$ cat src/rtl/skintone_v1_00_a_config_master_if.sv
// Config req/ack and opcode valid/accept bundle between the
// skintone config master and the datapath control ports.
interface skintone_v1_00_a_config_master_if;
  logic [35:0]  config_address;
  logic [127:0] config_datain;
  logic         config_wrreq;
  logic         config_rdreq;
  logic         config_wrack;
  logic         config_rdack;
  logic [127:0] config_dataout;
  logic [15:0]  opcode;
  logic         opcode_valid;
  logic         opcode_accept;

  modport master (
    output config_address,
    output config_datain,
    output config_wrreq,
    output config_rdreq,
    input  config_wrack,
    input  config_rdack,
    input  config_dataout,
    output opcode,
    output opcode_valid,
    input  opcode_accept
  );

  modport slave (
    input  config_address,
    input  config_datain,
    input  config_wrreq,
    input  config_rdreq,
    output config_wrack,
    output config_rdack,
    output config_dataout,
    input  opcode,
    input  opcode_valid,
    output opcode_accept
  );
endinterface

$ cat src/rtl/skintone_v1_00_a_config_master.sv
// Skintone config master: writes the converter registers, optionally
// verifies them by readback, then issues one opcode.
module skintone_v1_00_a_config_master #(
  parameter int C_NUM_REGS    = 12,
  parameter int C_VERIFY      = 1,
  parameter int C_ACK_TIMEOUT = 16
) (
  input  logic                    clk,
  input  logic                    rst,
  input  logic                    start,
  input  logic [8*C_NUM_REGS-1:0] coeff_in,
  input  logic [15:0]             opcode_in,
  skintone_v1_00_a_config_master_if.master cfg,
  output logic                    busy,
  output logic                    done,
  output logic                    error,
  output logic [1:0]              error_code,
  output logic [3:0]              error_index
);

  typedef enum logic [2:0] {
    IDLE, WR_REQ, WR_WAIT, RD_REQ,
    RD_WAIT, OPC, FIN, ERR
  } state_t;

  localparam logic [3:0] LAST = 4'(C_NUM_REGS - 1);
  localparam logic [7:0] TMAX = 8'(C_ACK_TIMEOUT - 1);

  state_t       state;
  logic [3:0]   idx;
  logic [3:0]   nidx;
  logic [7:0]   tcnt;
  logic [127:0] coeff_pad;
  logic [127:0] coeff_q;
  logic [15:0]  opc_q;
  logic [7:0]   cur_val;
  logic [7:0]   nxt_val;
  logic         rd_ok;

  // padding to 16 slots keeps every index select in range
  assign coeff_pad = 128'(coeff_in);
  assign nidx      = idx + 4'd1;
  assign cur_val   = coeff_q[{idx, 3'b000} +: 8];
  assign nxt_val   = coeff_q[{nidx, 3'b000} +: 8];
  assign rd_ok     = cfg.config_dataout == {120'b0, cur_val};

  always_ff @(posedge clk) begin
    if (rst) begin
      state              <= IDLE;
      idx                <= '0;
      tcnt               <= '0;
      coeff_q            <= '0;
      opc_q              <= '0;
      cfg.config_address <= '0;
      cfg.config_datain  <= '0;
      cfg.config_wrreq   <= 1'b0;
      cfg.config_rdreq   <= 1'b0;
      cfg.opcode         <= '0;
      cfg.opcode_valid   <= 1'b0;
      busy               <= 1'b0;
      done               <= 1'b0;
      error              <= 1'b0;
      error_code         <= '0;
      error_index        <= '0;
    end else begin
      cfg.config_wrreq <= 1'b0;
      cfg.config_rdreq <= 1'b0;
      done             <= 1'b0;
      unique case (state)
        IDLE: begin
          if (start) begin
            coeff_q            <= coeff_pad;
            opc_q              <= opcode_in;
            error              <= 1'b0;
            error_code         <= '0;
            error_index        <= '0;
            idx                <= '0;
            busy               <= 1'b1;
            cfg.config_wrreq   <= 1'b1;
            cfg.config_address <= '0;
            cfg.config_datain  <= {120'b0, coeff_pad[7:0]};
            state              <= WR_REQ;
          end
        end
        WR_REQ: begin
          tcnt  <= '0;
          state <= WR_WAIT;
        end
        WR_WAIT: begin
          if (cfg.config_wrack) begin
            if (idx != LAST) begin
              idx                <= nidx;
              cfg.config_wrreq   <= 1'b1;
              cfg.config_address <= {28'b0, nidx, 4'b0};
              cfg.config_datain  <= {120'b0, nxt_val};
              state              <= WR_REQ;
            end else if (C_VERIFY != 0) begin
              idx                <= '0;
              cfg.config_rdreq   <= 1'b1;
              cfg.config_address <= '0;
              state              <= RD_REQ;
            end else begin
              cfg.opcode       <= opc_q;
              cfg.opcode_valid <= 1'b1;
              tcnt             <= '0;
              state            <= OPC;
            end
          end else if (tcnt == TMAX) begin
            error       <= 1'b1;
            error_code  <= 2'b01;
            error_index <= idx;
            state       <= ERR;
          end else begin
            tcnt <= tcnt + 8'd1;
          end
        end
        RD_REQ: begin
          tcnt  <= '0;
          state <= RD_WAIT;
        end
        RD_WAIT: begin
          if (cfg.config_rdack) begin
            if (!rd_ok) begin
              error       <= 1'b1;
              error_code  <= 2'b10;
              error_index <= idx;
              state       <= ERR;
            end else if (idx != LAST) begin
              idx                <= nidx;
              cfg.config_rdreq   <= 1'b1;
              cfg.config_address <= {28'b0, nidx, 4'b0};
              state              <= RD_REQ;
            end else begin
              cfg.opcode       <= opc_q;
              cfg.opcode_valid <= 1'b1;
              tcnt             <= '0;
              state            <= OPC;
            end
          end else if (tcnt == TMAX) begin
            error       <= 1'b1;
            error_code  <= 2'b01;
            error_index <= idx;
            state       <= ERR;
          end else begin
            tcnt <= tcnt + 8'd1;
          end
        end
        OPC: begin
          if (cfg.opcode_accept) begin
            cfg.opcode_valid <= 1'b0;
            done             <= 1'b1;
            state            <= FIN;
          end else if (tcnt == TMAX) begin
            cfg.opcode_valid <= 1'b0;
            error            <= 1'b1;
            error_code       <= 2'b01;
            error_index      <= 4'hF;
            state            <= ERR;
          end else begin
            tcnt <= tcnt + 8'd1;
          end
        end
        FIN: begin
          busy  <= 1'b0;
          state <= IDLE;
        end
        ERR: begin
          busy  <= 1'b0;
          state <= IDLE;
        end
        default: state <= IDLE;
      endcase
    end
  end

endmodule

$ cat src/flat_wrapper.sv
// flat-port wrapper written by rule: the top's interface ports become plain ports
module skintone_v1_00_a_config_master_flat 
#(
  parameter int C_NUM_REGS    = 12,
  parameter int C_VERIFY      = 1,
  parameter int C_ACK_TIMEOUT = 16
)
  (clk, rst, start, coeff_in, opcode_in, busy, done, error, error_code, error_index, cfg_config_address, cfg_config_datain, cfg_config_wrreq, cfg_config_rdreq, cfg_config_wrack, cfg_config_rdack, cfg_config_dataout, cfg_opcode, cfg_opcode_valid, cfg_opcode_accept);
  skintone_v1_00_a_config_master_if cfg_i ();
  input  logic clk;
  input  logic rst;
  input  logic start;
  input  logic [8*C_NUM_REGS-1:0] coeff_in;
  input  logic [15:0] opcode_in;
  output logic busy;
  output logic done;
  output logic error;
  output logic [1:0] error_code;
  output logic [3:0] error_index;
  output wire logic [$bits(cfg_i.config_address)-1:0] cfg_config_address;
  output wire logic [$bits(cfg_i.config_datain)-1:0] cfg_config_datain;
  output wire logic [$bits(cfg_i.config_wrreq)-1:0] cfg_config_wrreq;
  output wire logic [$bits(cfg_i.config_rdreq)-1:0] cfg_config_rdreq;
  input wire logic [$bits(cfg_i.config_wrack)-1:0] cfg_config_wrack;
  input wire logic [$bits(cfg_i.config_rdack)-1:0] cfg_config_rdack;
  input wire logic [$bits(cfg_i.config_dataout)-1:0] cfg_config_dataout;
  output wire logic [$bits(cfg_i.opcode)-1:0] cfg_opcode;
  output wire logic [$bits(cfg_i.opcode_valid)-1:0] cfg_opcode_valid;
  input wire logic [$bits(cfg_i.opcode_accept)-1:0] cfg_opcode_accept;
  assign cfg_config_address = cfg_i.config_address;
  assign cfg_config_datain = cfg_i.config_datain;
  assign cfg_config_wrreq = cfg_i.config_wrreq;
  assign cfg_config_rdreq = cfg_i.config_rdreq;
  assign cfg_i.config_wrack = cfg_config_wrack;
  assign cfg_i.config_rdack = cfg_config_rdack;
  assign cfg_i.config_dataout = cfg_config_dataout;
  assign cfg_opcode = cfg_i.opcode;
  assign cfg_opcode_valid = cfg_i.opcode_valid;
  assign cfg_i.opcode_accept = cfg_opcode_accept;
  skintone_v1_00_a_config_master #(.C_NUM_REGS(C_NUM_REGS), .C_VERIFY(C_VERIFY), .C_ACK_TIMEOUT(C_ACK_TIMEOUT)) u_core (.clk(clk), .rst(rst), .start(start), .coeff_in(coeff_in), .opcode_in(opcode_in), .cfg(cfg_i), .busy(busy), .done(done), .error(error), .error_code(error_code), .error_index(error_index));
endmodule
$ cat config.mk
export PLATFORM = sky130hd
export DESIGN_NAME = skintone_v1_00_a_config_master_flat
export DESIGN_NICKNAME = d
export VERILOG_FILES = /design/src/rtl/skintone_v1_00_a_config_master_if.sv /design/src/rtl/skintone_v1_00_a_config_master.sv /design/src/flat_wrapper.sv
export SDC_FILE = /design/constraint.sdc
export NUM_CORES = 1
export LEC_CHECK = 0
export CORE_AREA = 5 5 169 171
export CTS_CLUSTER_SIZE = 24
export DETAILED_ROUTE_END_ITERATION = 8
export DIE_AREA = 0 0 174 176
export GPL_TIMING_DRIVEN = 1
export PLACE_DENSITY = 0.7
export SYNTH_ARGS = -nofsm -noshare
export SYNTH_HDL_FRONTEND = slang
export SYNTH_SLANG_ARGS = --single-unit
$ cat constraint.sdc
create_clock -name clk -period 5.3 [get_ports clk]
set_input_delay 1.06 -clock clk [delete_from_list [all_inputs] [get_ports clk]]
set_output_delay 1.06 -clock clk [all_outputs]
set_load 0.02 [all_outputs]
==> metrics.txt <==
unrepaired setup endpoints after global routing no; Synth top area share 0.349; final setup margin ~1.3 ns; Least-Margin Pin Slew 1.18 ns; clock skew 0.00944 ns; critical path required time about 5.6 ns; clock buffer depth 2; hold_buf cts 0; fin crit period between 3 and 4 ns; clock root buffer master clkbuf_16; Slew Limit Fails 0; net count reported at finish 1621; GRT Max-Usage Layer met2; total power roughly 3.4 mW; core area between 20000 and 30000 µm²; CTS buffer count 17; Seq/Total Area, Yosys 0.349; I/O pin count approximately 440; die area about 31000 µm²; postcts setup bufs 0; FILL cells ~2600; Max H-tree Level 4; Residual DRC 0; number of synthesized flops with an enable pin 0; Core Rows 60; Crit Path Category in2reg; post-synth cell types a little under 60; register bit total from synthesis about 160; Max FO, Critical Path 7; dpl cells ~1700; DR vias/cell about 5; clk_lat worst skew 0.44 ns; Finished Layout Cells 1724; input/output buffers ~290; Reg2Reg Setup Slack between 1 and 1.5 ns; P per Cell Area roughly 270 nW/µm²; Hold Slack 0.456 ns; setup tns final 0 ns; Ant. Diodes 0; hold path start u_core.opc_q[12]$_SDFFE_PP0P_; final setup fails 0; largest net degree at the start of global routing 114; die width about 170 µm; GRT overflow 0; routed wire length 31200 µm; DR WL/cell between 15 and 20 µm; clock sink count between 150 and 200; met2 usage 0.326; number of instances resized during post-cts repair 0; Crit Reg-Reg Endpoint u_core.tcnt[5]$_SDFFE_PP0P_; top cells by area, synth dfxtp_1 35%, buf_4 12%, nand2_1 11%; vias in the first global route between 8000 and 9000; Rel. slew slack 0.205; first-pass GRT wire length 45900 µm; ys flop type dfxtp_1; cell taking the most area after synthesis dfxtp_1; Reg2Reg Depth 10; Fin. Hold Viols 0; initial antenna violation count 3; max-cap violations 0; Layout Utilization 0.466; pre-CTS setup slack just under 0.8 ns; top post-synthesis cells by count 264 x nand2_1, 163 x dfxtp_1, 152 x buf_4; count leader, synth nand2_1; status complete, no violations; M3 GR Usage 0.0548; Worst Hold Path EP u_core.opc_q[12]$_SDFFE_PP0P_; Starting DRT DRC Count approximately 700; die extent in y around 180 µm; Async SR Flop Fraction 0; Avg Cell Area, Syn roughly 8.3 µm²; worst setup path startpoint cfg_config_dataout[104]; post-route ant nets 0; leakage power 4.69 nW; Mapped Area 9360 µm²; worst reg2reg startpoint u_core.idx[0]$_SDFFE_PP0P_; Area Growth Syn to Fin 33.1%; CP Capture Type register; Synth Instances ~1100; WHS Path Cells 2; share of cells above drive strength 1 0.0651; gp weighted congestion about 0.99; fin area between 10000 and 15000 µm²; CTS tree done; Vias between 8000 and 9000; Initial Utilization 0.350; DP Area between 10000 and 15000 µm²; period utilisation layout 0.745; VDD IR-drop max 0.203 mV; HP Class reg2reg; All-Layer GR Usage 0.191; Worst EP arrival ~4.2 ns; CP startpoint kind input port; clock-pin slew on the worst setup and hold paths about 0.060 ns; met1 Track Usage GR 0.237; first drt pass iteration count 5; dpl hpwl roughly 25000 µm; FMAX about 0.25 GHz; Synth warnings 0
-- critical path, cell delays in order --
cell,delay [ns]
clkdlybuf4s50_1,0.43
nor4_1,0.54
nand4_1,0.22
nor4_1,0.35
nand4_1,0.32
a2111oi_4,0.51
a31oi_2,0.24
nor2_1,0.39
a311oi_1,0.15
-- per-layer routing --
metal,vias up,share of wire
met2,365,0.49
met3,48,0.081
met5,-,0.00087
met4,4,0.021
li1,4133,-
met1,4096,0.40
-- area by class of cell --
type	count	area [µm²]	area share
Timing Repair Buffer	295	2930	0.235
Clock inverter	11	179	0.0144
Multi-Input combinational cell	882	5170	0.415
Sequential cell	163	3260	0.262
Clock buffer	18	439	0.0353
Inverter	14	52.6	0.00422
Tap cell	341	427	0.0343
-- layout by cell type, fill, tap and decap left out, types with 11 or more instances in the layout --
master             n
clkdlybuf4s50_1  284
nand2_1          263
dfxtp_1          162
conb_1           152
a21oi_1          148
nor2_1            54
mux4_2            38
nor4_1            33
mux2i_1           29
o21ai_0           17
clkbuf_16         17
inv_1             13
nand3_1           13
a211oi_1          13
nor3_1            11
buf_4             11
-- kinds of logic after synthesis --
kind of cell / after synthesis / synth area share
xor+xnor: 10 / 0.00936
mux: 75 / 0.142
simple gates: 412 / 0.190
buf+inv: 236 / 0.161
fa+ha+maj: 2 / 0.00267
other cells: 1 / 0.000401
compound gates: 231 / 0.147
flops: 163 / 0.349
-- how the worst max path moves through the flow --
| stage | to | slack [ns] | cells past startpoint |
|---|---|---|---|
| 2_1_floorplan | u_core.cfg.opcode[0]$_SDFFE_PP0P_ | 2.25 | 10 |
| 3_3_place_gp | u_core.tcnt[5]$_SDFFE_PP0P_ | 0.92 | 9 |
| 3_5_place_dp | u_core.tcnt[5]$_SDFFE_PP0P_ | 0.79 | 9 |
| 4_1_cts | u_core.tcnt[5]$_SDFFE_PP0P_ | 1.24 | 9 |
| 5_1_grt | u_core.tcnt[5]$_SDFFE_PP0P_ | 1.06 | 9 |
| 6_report | u_core.tcnt[5]$_SDFFE_PP0P_ | 1.35 | 9 |
-- registers in the layout, indices dropped and copies added, names as in the netlist --
signal,count
u_core.cfg.config_wrreq,1
u_core.idx,4
u_core.error,1
u_core.cfg.opcode,16
u_core.coeff_q,96
u_core.state,3
u_core.cfg.config_rdreq,1
u_core.busy,1
u_core.cfg.opcode_valid,1
u_core.opc_q,16
u_core.done,1
u_core.error_index,4
u_core.cfg.config_datain,8
u_core.tcnt,8
u_core.error_code,2
-- power breakdown --
group,internal [mW],switching (mW)
registers,1.31,0.0658
logic,0.311,0.385
clock network,0.798,0.508
total,2.42,0.959
Power figures use the tool's default switching activity.
